File: config.mk
export PLATFORM = sky130hd
export DESIGN_NAME = keypad_scanner_4x4
export DESIGN_NICKNAME = d
export VERILOG_FILES = /design/src/rtl/keypad_scanner_4x4.sv
export SDC_FILE = /design/constraint.sdc
export NUM_CORES = 1
export LEC_CHECK = 0
export CAP_MARGIN = 25
export CORE_ASPECT_RATIO = 1.4
export CORE_MARGIN = 2
export CORE_UTILIZATION = 40
export CTS_BUF_LIST = sky130_fd_sc_hd__clkbuf_4 sky130_fd_sc_hd__clkbuf_8
export CTS_CLUSTER_DIAMETER = 30
export DETAILED_ROUTE_END_ITERATION = 7
export PLACE_DENSITY_LB_ADDON = 0.15
export SETUP_SLACK_MARGIN = 0.15
export SLEW_MARGIN = 10
export SYNTH_ARGS = -nofsm -noshare
export SYNTH_HDL_FRONTEND = slang
export SYNTH_SLANG_ARGS = --single-unit
File: constraint.sdc
create_clock -name clk -period 2.6 [get_ports clk]
set_clock_uncertainty 0.15 [all_clocks]
set_input_delay 0.52 -clock clk [delete_from_list [all_inputs] [get_ports clk]]
set_output_delay 0.52 -clock clk [all_outputs]
set_load 0.02 [all_outputs]
File: src/rtl/keypad_scanner_4x4.sv
`default_nettype none
// ============================================================================
// Module      : keypad_scanner_4x4
// Description : Reader for a 4x4 matrix keypad. Drives one column low at a
//               time, samples the active-low rows through a 2-flop
//               synchronizer, debounces press and release, decodes the key
//               to a hex nibble and emits one single-cycle strobe per press.
// Ports       : clk         - system clock
//               rst         - synchronous reset, active-high
//               fil[3:0]    - row inputs, active-low, bit i = row i
//               col[3:0]    - column drive, one-cold, bit j = column j
//               key_code    - decoded key, qualify with key_valid/key_pressed
//               key_valid   - one-cycle strobe for each accepted press
//               key_pressed - high from acceptance until release accepted
// Revision    : 1.0 - initial release
// ============================================================================
module keypad_scanner_4x4 #(
    parameter int SCAN_DIV   = 50000,
    parameter int DEBOUNCE_N = 3
) (
    input  logic       clk,
    input  logic       rst,
    input  logic [3:0] fil,
    output logic [3:0] col,
    output logic [3:0] key_code,
    output logic       key_valid,
    output logic       key_pressed
);

    localparam int                SLOT_W    = (SCAN_DIV > 2) ? $clog2(SCAN_DIV) : 1;
    localparam int                CNT_W     = $clog2(DEBOUNCE_N + 1);
    localparam logic [SLOT_W-1:0] SLOT_LAST = SLOT_W'(SCAN_DIV - 1);
    localparam logic [CNT_W-1:0]  CNT_DONE  = CNT_W'(DEBOUNCE_N);

    typedef enum logic [1:0] {
        ST_SCAN     = 2'd0,
        ST_DEBOUNCE = 2'd1,
        ST_HELD     = 2'd2
    } state_t;

    // Keypad legend, (row, column) -> hex nibble.
    function automatic logic [3:0] f_decode(input logic [1:0] row, input logic [1:0] cidx);
        logic [3:0] code;
        case ({row, cidx})
            4'b00_00: code = 4'h1;
            4'b00_01: code = 4'h2;
            4'b00_10: code = 4'h3;
            4'b00_11: code = 4'hA;
            4'b01_00: code = 4'h4;
            4'b01_01: code = 4'h5;
            4'b01_10: code = 4'h6;
            4'b01_11: code = 4'hB;
            4'b10_00: code = 4'h7;
            4'b10_01: code = 4'h8;
            4'b10_10: code = 4'h9;
            4'b10_11: code = 4'hC;
            4'b11_00: code = 4'hE;
            4'b11_01: code = 4'h0;
            4'b11_10: code = 4'hF;
            default:  code = 4'hD;
        endcase
        return code;
    endfunction

    state_t            r_state;
    logic [3:0]        r_sync1;
    logic [3:0]        r_sync2;
    logic [SLOT_W-1:0] r_slot;
    logic [1:0]        r_col_idx;
    logic [1:0]        r_row;
    logic [3:0]        r_code_lat;
    logic [CNT_W-1:0]  r_cnt;
    logic [3:0]        r_key_code;
    logic              r_key_valid;
    logic              r_key_pressed;

    state_t            w_state_nxt;
    logic [1:0]        w_col_idx_nxt;
    logic [1:0]        w_row_nxt;
    logic [3:0]        w_code_lat_nxt;
    logic [CNT_W-1:0]  w_cnt_nxt;
    logic [3:0]        w_key_code_nxt;
    logic              w_key_valid_nxt;
    logic              w_key_pressed_nxt;
    logic              w_sample;
    logic              w_any_low;
    logic [1:0]        w_hit_row;
    logic [CNT_W-1:0]  w_cnt_inc;

    assign w_sample  = (r_slot == SLOT_LAST);
    assign w_any_low = (r_sync2 != 4'hF);
    assign w_cnt_inc = r_cnt + 1'b1;

    // Lowest-numbered low row wins when several rows are low together.
    always_comb begin
        w_hit_row = 2'd3;
        if (!r_sync2[2]) w_hit_row = 2'd2;
        if (!r_sync2[1]) w_hit_row = 2'd1;
        if (!r_sync2[0]) w_hit_row = 2'd0;
    end

    always_comb begin
        col = 4'b1110;
        case (r_col_idx)
            2'd0:    col = 4'b1110;
            2'd1:    col = 4'b1101;
            2'd2:    col = 4'b1011;
            default: col = 4'b0111;
        endcase
    end

    // Slot timer runs free; every decision happens only on its last count.
    always_ff @(posedge clk) begin
        if (rst) begin
            r_sync1 <= 4'hF;
            r_sync2 <= 4'hF;
            r_slot  <= '0;
        end else begin
            r_sync1 <= fil;
            r_sync2 <= r_sync1;
            r_slot  <= w_sample ? '0 : r_slot + 1'b1;
        end
    end

    always_ff @(posedge clk) begin
        if (rst) begin
            r_state       <= ST_SCAN;
            r_col_idx     <= 2'd0;
            r_row         <= 2'd0;
            r_code_lat    <= 4'h0;
            r_cnt         <= '0;
            r_key_code    <= 4'h0;
            r_key_valid   <= 1'b0;
            r_key_pressed <= 1'b0;
        end else begin
            r_state       <= w_state_nxt;
            r_col_idx     <= w_col_idx_nxt;
            r_row         <= w_row_nxt;
            r_code_lat    <= w_code_lat_nxt;
            r_cnt         <= w_cnt_nxt;
            r_key_code    <= w_key_code_nxt;
            r_key_valid   <= w_key_valid_nxt;
            r_key_pressed <= w_key_pressed_nxt;
        end
    end

    always_comb begin
        w_state_nxt       = r_state;
        w_col_idx_nxt     = r_col_idx;
        w_row_nxt         = r_row;
        w_code_lat_nxt    = r_code_lat;
        w_cnt_nxt         = r_cnt;
        w_key_code_nxt    = r_key_code;
        w_key_valid_nxt   = 1'b0;
        w_key_pressed_nxt = r_key_pressed;

        case (r_state)
            ST_SCAN: begin
                if (w_sample) begin
                    if (w_any_low) begin
                        // Column stays frozen on the column that showed the key.
                        w_row_nxt      = w_hit_row;
                        w_code_lat_nxt = f_decode(w_hit_row, r_col_idx);
                        w_cnt_nxt      = '0;
                        w_state_nxt    = ST_DEBOUNCE;
                    end else begin
                        w_col_idx_nxt = r_col_idx + 2'd1;
                    end
                end
            end
            ST_DEBOUNCE: begin
                if (w_sample) begin
                    if (!r_sync2[r_row]) begin
                        if (w_cnt_inc == CNT_DONE) begin
                            w_key_valid_nxt   = 1'b1;
                            w_key_code_nxt    = r_code_lat;
                            w_key_pressed_nxt = 1'b1;
                            w_cnt_nxt         = '0;
                            w_state_nxt       = ST_HELD;
                        end else begin
                            w_cnt_nxt = w_cnt_inc;
                        end
                    end else begin
                        w_state_nxt   = ST_SCAN;
                        w_col_idx_nxt = r_col_idx + 2'd1;
                    end
                end
            end
            ST_HELD: begin
                // Counter now counts consecutive all-released samples; any
                // low row (including a second key) restarts it.
                if (w_sample) begin
                    if (!w_any_low) begin
                        if (w_cnt_inc == CNT_DONE) begin
                            w_key_pressed_nxt = 1'b0;
                            w_cnt_nxt         = '0;
                            w_state_nxt       = ST_SCAN;
                            w_col_idx_nxt     = r_col_idx + 2'd1;
                        end else begin
                            w_cnt_nxt = w_cnt_inc;
                        end
                    end else begin
                        w_cnt_nxt = '0;
                    end
                end
            end
            default: begin
                w_state_nxt = ST_SCAN;
            end
        endcase
    end

    assign key_code    = r_key_code;
    assign key_valid   = r_key_valid;
    assign key_pressed = r_key_pressed;

endmodule
`default_nettype wire

==> results.md <==
- Summing the areas of all compound-gate instances in the mapped netlist gives under 10% of the synthesized area.
- After Yosys synthesis, XOR and XNOR cells account for 5.806% of the synthesized area.
- The total via count after detailed routing is 1,504.
- Dividing total power by cell area gives a power density of ~550 nW/um^2.
- The number of iterations in the first detailed-routing pass is 4.
- The flow ran to the end, and the final reports show no timing, DRC or antenna violations.
- The signal on the critical path passes through inv_1 > ha_1 > inv_1 > clkdlybuf4s50_1.
- For this run, design rule violations remaining after detail routing come to 0.
- The synthesized cell area is 2112 sq um.
- In this design, the critical path's most frequently occurring cell is inv_1.
- The DRC violation total after the first TritonRoute iteration is 57.
- In this design, the largest share of critical-path delay is due to buffers and inverters.
- The reported net switching power is about 0.36 mW.
- For the pin with the worst max-slew slack, the measured transition is between 0.6 and 0.7 ns.
- The via count of the first global-routing pass came to roughly 1.5k.
- From synthesis to final layout, the design area changed by 15.28%.
- Across the VDD grid, the largest voltage drop is ~0.38 mV.
- For this configuration, the core starts out at a cell density of 41.25%.
- After synthesis, the largest family of logic cells by area is simple AND/OR/NAND/NOR gates.
- The detailed-route wire length per cell is between 10 and 15 microns.
- Prior to clock tree synthesis, the placed netlist has a worst setup slack of 0.4007 ns.
- Derived from the worst setup path, the maximum achievable clock frequency is 429.2 MHz.
- The biggest area contributor in the post-synthesis netlist is dfxtp_1.
- The count of hold buffers inserted by post-cts repair is 0.
- The H-tree generated during clock tree synthesis spans 2 levels.
- In this run the worst path has a maximum fanout of 7.
- The first global-routing pass estimated 6596 microns of wire.
- Setup total negative slack on the finished layout was measured at 0 ns.
- The worst hold margin is ~0.26 ns.
- The min-delay analysis places its worst path in the category reg2reg.
- The I/O pin count is 16.
- The share of total power in sequential cells is between 50% and 60%.
- The portion of total power attributed to combinational logic is 16.8%.
- The critical path class is reg2out.
- The share of synthesized area spent on multiplexers is between 8 and 9%.
- The worst-skew pair later-pin latency is slightly below 0.3 ns.
- The endpoint arrival time on the critical path is 1.66 ns.
- The final setup violation count is 0.
- The number of max-capacitance violations reported is 0.
- The number of distinct standard cells referenced by the synthesized netlist is 43.
- The mean cell area of the mapped netlist is 9.471 sq um.
- After filler insertion, the fill cell instance count of the layout stands at approximately 530.
- The floorplan step set the die height to approximately 90 microns.
- The clock tree from TritonCTS is yes.
- The synthesized design contains between 40 and 50 register bits.
- The simple-gate share of the synthesized area is between 20% and 30%.
- The number of nets produced by synthesis is 240.
- The number of rows created at floorplan is 31.
- STA classifies the critical path endpoint as an output pin.
- The mean number of vias per cell is around 4.9.
- The number of buffer cells added on primary ports is 15.
- The clock-pin slew on the worst setup and hold paths is around 0.08 ns.
- Per report_power, the clock group accounts for 32.5% of the total.
- The layout net count is 259.
- The global-route total usage across every layer is between 10% and 20%.
- The proportion of netlist area held by the largest area contributor is between 30% and 40%.
- The share of final-layout standard cells stronger than drive strength 1 is approximately 15%.
- In the post-route analysis, the smallest setup slack over all paths is between 0.2 and 0.3 ns.
- In the post-synthesis netlist, the biggest area contributors are dfxtp_1, ha_1, nor2_1, mux2i_1, xnor2_1.
- The biggest cell delay along the critical path is 0.59 ns.
- In the finished design, the share of the clock period the worst path needs comes to approximately nine tenths.
- For the finished layout, the period the worst path requires is about 2.3 ns.
- In this run the critical register-to-register path is launched from r_state[1].
- The static leakage is roughly 0.94 nW.
- The count of pins over their slew limit is 0.
- The number of endpoints with negative hold slack in the final report is 0.
- The source of the worst hold timing path is r_sync1[3].
- The critical path contains buffers and inverters numbering 3 combined.
- The initial antenna violation count was 0.
- The Yosys step of the flow raised 0 warnings.
- The kind of start point of the critical path is a flop.
- The region available for standard cell placement spans roughly 5000 sq um.
- Of the total synthesized cell area, the portion taken by full adders, half adders and majority gates is 6.517%.
- 0 antenna diodes ended up in the layout.
- The relative max-transition margin is 56.37%.
- The routed wire length is approximately 3700 microns.
- In this run switching power makes up 27.16% of total power.
- The CTS buffer count is 5.
- Measured along the x axis, the die boundary spans 65.41 microns.
- Entering global routing, the biggest net connects 16 pins.
- The residual overflow from global routing is 0.
- The buffer depth of the longest clock path is 2.
- Total power for the finished layout comes to between 1 and 1.5 mW.
- Setup repair after global routing left no endpoint under its margin.
- Cell internal power was estimated by the tool at 0.9788 mW.
- The setup slack of the worst register-to-register path is roughly 0.47 ns.
- Synthesis produced approximately 220 cells.
- The detail route stage leaves a number of antenna-violating nets equal to 0.
- The cell sitting at the root of the clock tree is a clkbuf_8.
- Once detailed placement completed, the half-perimeter wirelength came to 2823 microns.
- The start point of the critical path is r_col_idx[1].
- The sequential element share of the synthesized area is between 30% and 40%.
- The die covers 5885 sq um.
- For the worst setup path, the data required time is 1.93 ns.
- The CTS sink count is 42.
- The congestion estimate from routability-driven global placement came to approximately 0.76.
- The cell at the slowest stage of the critical path is clkdlybuf4s50_1.
-- cell families (layout without fill, tap and decap cells) --
kind of cell	Yosys count	after routing
and+or+nand+nor	96	96
AOI/OAI and AO/OA	24	24
adders and majority gates	11	11
DFF	42	42
xor gates and xnor gates	14	14
buffers and inverters	19	39
muxes	17	17
-- final timing paths --
path	end	depth (start not counted)
setup / recovery	col[1]	4
hold / removal	r_sync2[3]	1
setup reg to reg	r_col_idx[0]	7
hold reg to reg	r_sync2[3]	1
-- synth_stat cells, drive strengths merged --
master and n:
xnor2 8, inv 12, a211oi 5, nor2 37, a21oi 5, and2 2, and4bb 2, o31a 2
nand4 3, ha 11, or2 8, mux2i 13, xor2 6, buf 3, nor4b 1, nand2b 7
nand2 8, dfxtp 42, nor4 3, o21ai 7, a22oi 1, nor2b 4, or4 2, clkbuf 4
nand4b 1, and3 2, mux2 3, a2bb2oi 1, nand3 9, o31ai 2, mux4 1, and4 1
a31oi 1, nor3 6
-- cells in the final DEF (no fill, tap or decap), drive strengths merged, types with 2 or more instances in the layout --
master,count
nor2,37
dlymetal6s2s,2
buf,4
clkdlybuf4s50,13
mux2i,13
ha,11
and3,2
o21ai,7
nor4,3
and4bb,2
mux2,3
xnor2,8
nor2b,4
a211oi,5
dfxtp,42
and2,2
nand2b,7
or2,8
nand3,9
clkbuf,6
inv,12
o31a,2
a21oi,5
o31ai,2
nand2,8
nor3,6
nand4,3
or4,2
xor2,6
-- metal layers --
metal	vias to the layer above	global-route usage, %	part of all wire [%]
met4	0	5.208	2.1
met2	20	25.85	54
met5	-	0	0
met1	682	15.38	41
li1	795	-	-
met3	7	3.254	2.6
-- through the flow --
| step | instance area, sq um | util, % | std cells |
|---|---|---|---|
| floorplan | 2112 | - | 223 |
| global placement | 2332 | 45.55 | 301 |
| detailed placement | 2332 | 45.55 | 301 |
| CTS | 2429 | 47.43 | 309 |
| global route | 2435 | 47.56 | 309 |
| finish | 2435 | 47.56 | 309 |
-- cell type report --
cell class	count	area (sq um)	area share, %
multi-input cells	162	1184	48.61
flip-flops and latches	42	843.3	34.64
repair buffers	19	185.2	7.605
clock buffers	6	82.58	3.392
well taps	66	82.58	3.392
inverters	12	45.04	1.850
clock inverters	2	12.51	0.5139
-- sequential cells by signal (all words and copies together), names as in the netlist, 2 cells and up --
name and flops:
r_cnt 2, r_state 2, key_code 4, r_code_lat 4, r_sync2 4, r_slot 16, r_row 2, r_col_idx 2
r_sync1 4
-- what timing repair did --
item / in CTS / in global routing
resized for setup: 1 / 3
buffers inserted: 0 / 0
hold endpoints to repair: 0 / 0
setup endpoints to repair: 2 / 3
-- power groups by stage --
stage	Sequential (mW)	Clock, mW	Combinational, mW
2_1_floorplan	0.688	0	0.178
3_3_place_gp	0.696	0	0.229
3_5_place_dp	0.696	0	0.229
4_1_cts	0.682	0.452	0.229
5_1_grt	0.685	0.481	0.253
6_report	0.681	0.437	0.225
(Power assumes the default switching activity.)
